`config.mk`:
```
export PLATFORM = sky130hd
export DESIGN_NAME = gcd_controller
export DESIGN_NICKNAME = d
export VERILOG_FILES = /design/src/rtl/gcd_pkg.sv /design/src/rtl/gcd_iter_counter.sv /design/src/rtl/gcd_controller.sv
export SDC_FILE = /design/constraint.sdc
export NUM_CORES = 1
export LEC_CHECK = 0
export CAP_MARGIN = 20
export CORE_MARGIN = 3
export CORE_UTILIZATION = 49
export CTS_CLUSTER_DIAMETER = 100
export DETAILED_ROUTE_END_ITERATION = 7
export PLACE_DENSITY_LB_ADDON = 0.15
export RECOVER_POWER = 50
export SETUP_SLACK_MARGIN = 0.3
export SYNTH_ARGS = -nofsm -noshare
export SYNTH_HDL_FRONTEND = slang
export SYNTH_SLANG_ARGS = --single-unit
```
`constraint.sdc`:
```
create_clock -name clk -period 3.8 [get_ports clk]
set_input_delay 0.76 -clock clk [delete_from_list [all_inputs] [get_ports clk]]
set_output_delay 0.76 -clock clk [all_outputs]
set_load 0.01 [all_outputs]
```
`src/rtl/gcd_pkg.sv`:
```
// Shared definitions for the subtractive-GCD block: default widths, watchdog
// limit and the controller state encoding used by controller, datapath and bench.
package gcd_pkg;

    localparam int unsigned GCD_N        = 8;
    localparam int unsigned GCD_MAX_ITER = 2 ** GCD_N;

    // Encoding is fixed so waveforms and the legacy datapath bench decode it directly.
    typedef enum logic [1:0] {
        IDLE = 2'b00,
        LOAD = 2'b01,
        ITER = 2'b10,
        DONE = 2'b11
    } gcd_state_t;

    // Busy covers operand load plus the subtract loop; DONE is already "not busy".
    function automatic logic state_busy(input gcd_state_t s);
        return (s == LOAD) || (s == ITER);
    endfunction

endpackage

```
`src/rtl/gcd_iter_counter.sv`:
```
// Subtract-cycle counter: synchronous clear, count enable, saturates at MAX
// and flags the terminal count so the controller can trip its watchdog.
module gcd_iter_counter
    import gcd_pkg::*;
#(
    parameter int unsigned W   = GCD_N + 1,
    parameter int unsigned MAX = GCD_MAX_ITER
) (
    input  logic         clk,
    input  logic         rst,
    input  logic         clr,
    input  logic         en,
    output logic [W-1:0] cnt,
    output logic         tc
);

    localparam logic [W-1:0] MAX_CNT = W'(MAX);

    assign tc = (cnt == MAX_CNT);

    // Count enabled subtract cycles; hold at MAX instead of wrapping.
    always_ff @(posedge clk or negedge rst) begin
        if (!rst) begin
            cnt <= '0;
        end else if (clr) begin
            cnt <= '0;
        end else if (en && !tc) begin
            cnt <= cnt + W'(1);
        end
    end

endmodule

```
`src/rtl/gcd_controller.sv`:
```
// Control FSM for the subtractive-GCD datapath: loads operands, steers one
// subtract per cycle from eq/gth, captures the result into R and pulses done.
// Adds start/busy/done handshake, abort, an iteration counter and a watchdog.
module gcd_controller
    import gcd_pkg::*;
#(
    parameter int unsigned N        = GCD_N,
    parameter int unsigned MAX_ITER = 2 ** N
) (
    input  logic         clk,
    input  logic         rst,
    input  logic         start,
    input  logic         abort,
    input  logic         eq,
    input  logic         gth,
    output logic         Selp,
    output logic         Selq,
    output logic         Sela,
    output logic         Selb,
    output logic         Ldp,
    output logic         Ldq,
    output logic         Ldr,
    output logic         busy,
    output logic         done,
    output logic         err,
    output logic [N:0]   iter_cnt
);

    gcd_state_t state;
    gcd_state_t state_nxt;
    logic       accept;
    logic       cnt_en;
    logic       cnt_tc;
    logic       wd_fire;

    // abort in IDLE drops a simultaneous start.
    assign accept = (state == IDLE) && start && !abort;
    assign busy   = state_busy(state);

    gcd_iter_counter #(
        .W   (N + 1),
        .MAX (MAX_ITER)
    ) u_iter_counter (
        .clk (clk),
        .rst (rst),
        .clr (accept),
        .en  (cnt_en),
        .cnt (iter_cnt),
        .tc  (cnt_tc)
    );

    // State register.
    always_ff @(posedge clk or negedge rst) begin
        if (!rst) begin
            state <= IDLE;
        end else begin
            state <= state_nxt;
        end
    end

    // Sticky watchdog flag, cleared only when a new run is accepted.
    always_ff @(posedge clk or negedge rst) begin
        if (!rst) begin
            err <= 1'b0;
        end else if (accept) begin
            err <= 1'b0;
        end else if (wd_fire) begin
            err <= 1'b1;
        end
    end

    // Next-state and datapath control decode; abort forces IDLE with no loads.
    always_comb begin
        state_nxt = state;
        Selp      = 1'b0;
        Selq      = 1'b0;
        Sela      = 1'b0;
        Selb      = 1'b0;
        Ldp       = 1'b0;
        Ldq       = 1'b0;
        Ldr       = 1'b0;
        done      = 1'b0;
        cnt_en    = 1'b0;
        wd_fire   = 1'b0;
        case (state)
            IDLE: begin
                if (accept) begin
                    state_nxt = LOAD;
                end
            end
            LOAD: begin
                if (abort) begin
                    state_nxt = IDLE;
                end else begin
                    Selp      = 1'b1;
                    Selq      = 1'b1;
                    Ldp       = 1'b1;
                    Ldq       = 1'b1;
                    state_nxt = ITER;
                end
            end
            ITER: begin
                if (abort) begin
                    state_nxt = IDLE;
                end else if (eq) begin
                    Ldr       = 1'b1;
                    state_nxt = DONE;
                end else if (cnt_tc) begin
                    // Watchdog outranks another subtract once the budget is spent.
                    wd_fire   = 1'b1;
                    state_nxt = IDLE;
                end else if (gth) begin
                    Sela   = 1'b1;
                    Selb   = 1'b1;
                    Ldp    = 1'b1;
                    cnt_en = 1'b1;
                end else begin
                    Ldq    = 1'b1;
                    cnt_en = 1'b1;
                end
            end
            DONE: begin
                done      = !abort;
                state_nxt = IDLE;
            end
            default: begin
                state_nxt = IDLE;
            end
        endcase
    end

endmodule

```
[After elaboration in Yosys (flattened, before gate mapping)]
Cells that the tools add are included.
Cells by class
  reductions and logical operators: 10
  mux-type cells: 35
  add/subtract/negate cells: 1
  order comparisons: 0
  bitwise logic cells: 0
  shifts and indexed selects: 0
  equal/unequal tests: 6
  $mul: 0
  divide/modulo/power cells: 0
Operator list (count)
  1-bit 2-to-1 mux: 25
  9-bit 2-to-1 mux: 2
  2-bit 2-to-1 mux: 5
  9-bit by 1-bit adder with 9-bit output, second input constant: 1
  9-bit == test, second input constant: 1
  2-bit one-hot mux with 4 select lines: 1
  2-bit == test, second input constant: 2
  4-bit by 3-bit inequality test with 1-bit output, second input constant: 1
  1-bit one-hot mux with 2 select lines: 2
  2-bit nonzero test: 2
  1-bit logical AND: 3
  2-bit by 1-bit == test with 1-bit output, second input constant: 1
  1-bit logical NOT: 2
  2-bit logical NOT: 1
  2-bit inequality test, second input constant: 1
  2-bit AND reduction: 1
  1-bit logical OR: 1
Word-level totals
  word-level logic and storage cells: 55
  memory bits (writable): 0
  output and inout port bits: 19
  ROM bits: 0
  bits in latches: 0
  flip-flop bits (word level): 12
  input port bits: 6
  memories: 0

[Depth between registers and ports, before layout]
  depth after elaboration: 8
  depth in mapped cells: 7
  depth with buffers taken out: 6

[Modules after synthesis]
Synthesis repeated with hierarchy kept, for this count alone.
Unflattened totals
  cells, all modules: 84
  area, all modules: 818.3 µm²
Modules (own cells, without submodules)
  gcd_iter_counter: cells an instance 52, area an instance 505.5 µm², instances 1, sequential area each 225.2 µm²
  gcd_controller: cells an instance 32, area an instance 312.8 µm², instances 1, sequential area each 75.1 µm²

[Worst setup path before layout]
No wires, ideal clock.
  path type: in2out
  from: input port abort
  to: output port Ldp
  buffers on the path: 1
  setup slack: 1.227 ns
  required time: 3.040 ns
  data arrival time: 1.813 ns
  stages: 5
  path through: or3b_1 -> buf_6 -> a21oi_4 -> and2_4 -> o21a_1
On the way
  longest elaborated chain between the ends: 2
  elaborated cells on any way between the ends: 3
  those cells by class: mux (3)
Ends and longest elaborated chain
  start: declaration: line gcd_controller.sv:13  | input logic abort,
  1-bit 2-to-1 mux, on equally long branches: line gcd_controller.sv:103, gcd_controller.sv:92
  1-bit one-hot mux with 2 select lines *: line gcd_controller.sv:85  | case (state)
  end: declaration: line gcd_controller.sv:20  | output logic Ldp,
Every way passes the cells marked *; elsewhere a longest branch is shown, timed or not.

[Worst setup path after layout]
  from: input port eq
  to: output port Ldp
On the way
  longest elaborated chain between the ends: 3
Ends and longest elaborated chain
  start: declaration: line gcd_controller.sv:14  | input logic eq,
  1-bit 2-to-1 mux: line gcd_controller.sv:105  | end else if (eq) begin
  1-bit 2-to-1 mux: line gcd_controller.sv:103  | if (abort) begin
  1-bit one-hot mux with 2 select lines: line gcd_controller.sv:85
Every way passes these cells.

==> impl_results.md <==
* Endpoints failing hold at 0
* Synth area leader: dfrtp_1
* Fin util at approximately 71%
* WL met1 at 708 um
* Final Critical Period at about 3.4 ns
* Number of buffers created by CTS at 3
* Gpl congestion at 0.778
* Leak Pwr at 0.506 nW
* Die Height at 47.5 um
* Crit path DAT at 2.60 ns
* DP HPWL at 1.41 mm
* CP required at 3.04 ns
* Yosys reg bits at 12
* Slowest stage cell, crit path: clkdlybuf4s50_1
* XOR/XNOR share of the synthesized area at 6.23%
* Die X-Extent at 47.5 um
* Total negative slack at 0 ns
* Sequential power share at roughly a third
* Area after DPL at approximately 1100 um^2
* Final setup fails at 0
* Max-cap viol count at 0
* Least-Margin Pin Slew at 0.690 ns
* Main combinational cell family by area after synthesis: simple AND/OR/NAND/NOR gates
* Vias in the first global route at 658
* Synth Flop Type: dfrtp_1
* Most common cell in the netlist: dfrtp_1
* Buffers and inverters on the worst path at 2
* Worst vdd ir at ~0.32 mV
* Critical Path Fanout Max at 6
* Compound-Gate Fraction of Synth Area at 9.05%
* Internal power at ~0.32 mW
* Area delta synth->final at 31.6%
* Max Slew Vio Count at 0
* Ys Warns at 0
* I/O Pins at 25
* Share of layout cells above drive strength 1 at between 10% and 20%
* Slew HR at 53.8%
* Top cell type's share of synthesized area at between 30% and 40%
* Pre-CTS worst setup slack at ~0.27 ns
* Via density at 5.35
* Synth async-reset ratio at 100%
* CTS HTree Levels at 1
* Initial antenna violation count at 0
* CP Capture Type: output port
* Pin count of the biggest net entering global routing at 13
* Sw frac at 34.2%
* Wire per inst at 14.4 um
* Crit-path cells: clkdlybuf4s50_1 -> or3b_4 -> a21oi_4 -> and2_4 -> o21a_1 -> clkdlybuf4s50_1
* Number of cell rows at 14
* Port Buffers at 24
* First-pass GRT wire length at 2.87 mm
* Root buffer cell: clkbuf_4
* Fin crit share at 88.5%
* Drt first pass iters at 3
* Total track usage at 18.5%
* Clock power frac at ~15%
* WL met2 at 948 um
* EDFF count, synth at 0
* CP most frequent cell: clkdlybuf4s50_1
* Top Layer Used: met4
* Mapped Area at 843 um^2
* Fin worst setup slack at 0.435 ns
* Most frequent cells after synthesis: dfrtp_1, nor2_1, ha_1, inv_1
* Clk buf depth at 2
* Final #Nets at between 100 and 150
* Core Region at 1560 um^2
* Initial Utilization at 54.1%
* Register area share after synthesis at 35.6%
* Worst skew pair latency at 0.27 ns
* Startpoint Class: input pin
* WS Path Type: in -> out
* Max Clock Freq at 0.297 GHz
* P_sw at about 0.17 mW
* CTS sink cnt at 12
* GRT overflow at 0
* Delay-heaviest family, CP: buffers and inverters
* Fin area at 1110 um^2
* Met3 wire len at ~57 um
* Total Routed Length at 1.73 mm
* Vias at 642
* Cell variety after synth at 35
* Largest stage delay on the critical path at 0.52 ns
* Min-delay worst type: reg -> reg
* Post-synthesis adder-cell area fraction at 10.4%
* Status: complete, no violations
* DRT iter0 DRCs at 3
* # diodes at 0
* Area contributors post-synth: dfrtp_1, ha_1, nor4b_4
* Pwr/cell area at roughly 440 nW/um^2
* Unrepaired setup endpoints after global routing: no
* Mapped Nets at between 90 and 100
* DRC Markers at 0
* Simple-Gate Fraction of Synth Area at 29.2%
* Syn Area/Cell at 10.7 um^2
* Worst Skew at just over 0.009 ns
* ANT nets after route at 0
* Mux share of post-synthesis cell area at under 10%
* Die footprint at 2250 um^2
* Comb pwr share at 51.1%
* Cell count after synthesis at 79
* Clock tree from TritonCTS: yes
* Clock transition at path regs at 0.06 ns
[sequential cells by signal (all words and copies together), names as in the netlist]
name,flops
u_iter_counter.cnt,9
state,2
err,1
[worst paths after layout]
kind	cells after the start	start	endpoint	slack (ns)
max	6	eq	Ldp	0.44
min	1	state[1]	state[1]	0.58
max reg2reg	7	state[0]	state[1]	1.81
min reg2reg	1	state[1]	state[1]	0.58
max in group asynchronous	1	rst	state[0]	2.54
min in group asynchronous	1	rst	u_iter_counter.cnt[0]	0.90
[timing repair]
action,CTS,global route
pin swaps,0,0
hold buffers,0,0
resized for setup,1,1
setup buffers,0,0
setup endpoints to repair,2,2
[per-layer routing]
| metal | global-route usage (%) | up-vias |
|---|---|---|
| li1 | - | 316 |
| met1 | 21.4 | 315 |
| met2 | 32.4 | 9 |
| met3 | 6.02 | 2 |
| met4 | 5.52 | 0 |
| met5 | 0 | - |
[worst reg2reg max path, cell delays in order, from the launching register on]
cell	delay [ns]
dfrtp_1	0.40
inv_1	0.13
ha_1	0.21
or3b_4	0.44
a21oi_4	0.14
buf_4	0.16
a21o_4	0.10
mux2_4	0.29
[metrics by stage]
stage	instances	hold slack, ns	total power [mW]
after floorplan	79	0.464	0.323
after global routing	120	0.601	0.529
after CTS	120	0.584	0.495
final	120	0.576	0.483
after global placement	117	0.550	0.412
after detailed placement	117	0.566	0.418
[kinds of logic (layout without fill, tap and decap cells)]
| logic type | Yosys count | after routing |
|---|---|---|
| simple gates | 34 | 34 |
| compound gates | 9 | 9 |
| fa+ha+maj | 7 | 7 |
| mux | 3 | 3 |
| xor+xnor | 6 | 6 |
| buf+inv | 8 | 33 |
| flops | 12 | 12 |
[power by group through the flow]
| stage | registers [mW] | clock network [mW] | logic (mW) |
|---|---|---|---|
| 2_1_floorplan | 0.164 | 0 | 0.159 |
| 3_3_place_gp | 0.164 | 0 | 0.249 |
| 3_5_place_dp | 0.165 | 0 | 0.253 |
| 4_1_cts | 0.163 | 0.0774 | 0.255 |
| 5_1_grt | 0.165 | 0.0862 | 0.277 |
| 6_report | 0.162 | 0.0742 | 0.247 |
[placed cells by master (no fill, tap or decap), types with 2 or more instances in the layout]
| cell | count |
|---|---|
| clkdlybuf4s50_1 | 19 |
| dfrtp_1 | 12 |
| nor2_1 | 10 |
| ha_1 | 7 |
| inv_1 | 5 |
| dlygate4sd3_1 | 4 |
| a21oi_1 | 3 |
| xnor2_1 | 3 |
| nand3_1 | 3 |
| xor2_1 | 3 |
| clkbuf_4 | 3 |
| nor4b_4 | 2 |
| and2b_2 | 2 |
| o21a_1 | 2 |
| mux2i_1 | 2 |
| nand2_1 | 2 |
| nor3_1 | 2 |
[cell type report]
| cell class | count | area [um^2] |
|---|---|---|
| inverters | 5 | 18.8 |
| flip-flops and latches | 12 | 300 |
| well taps | 16 | 20.0 |
| fillers | 126 | 449 |
| clock buffers | 3 | 22.5 |
| multi-input cells | 59 | 498 |
| repair buffers | 25 | 250 |
No activity file was read; power rests on OpenSTA's default activity.
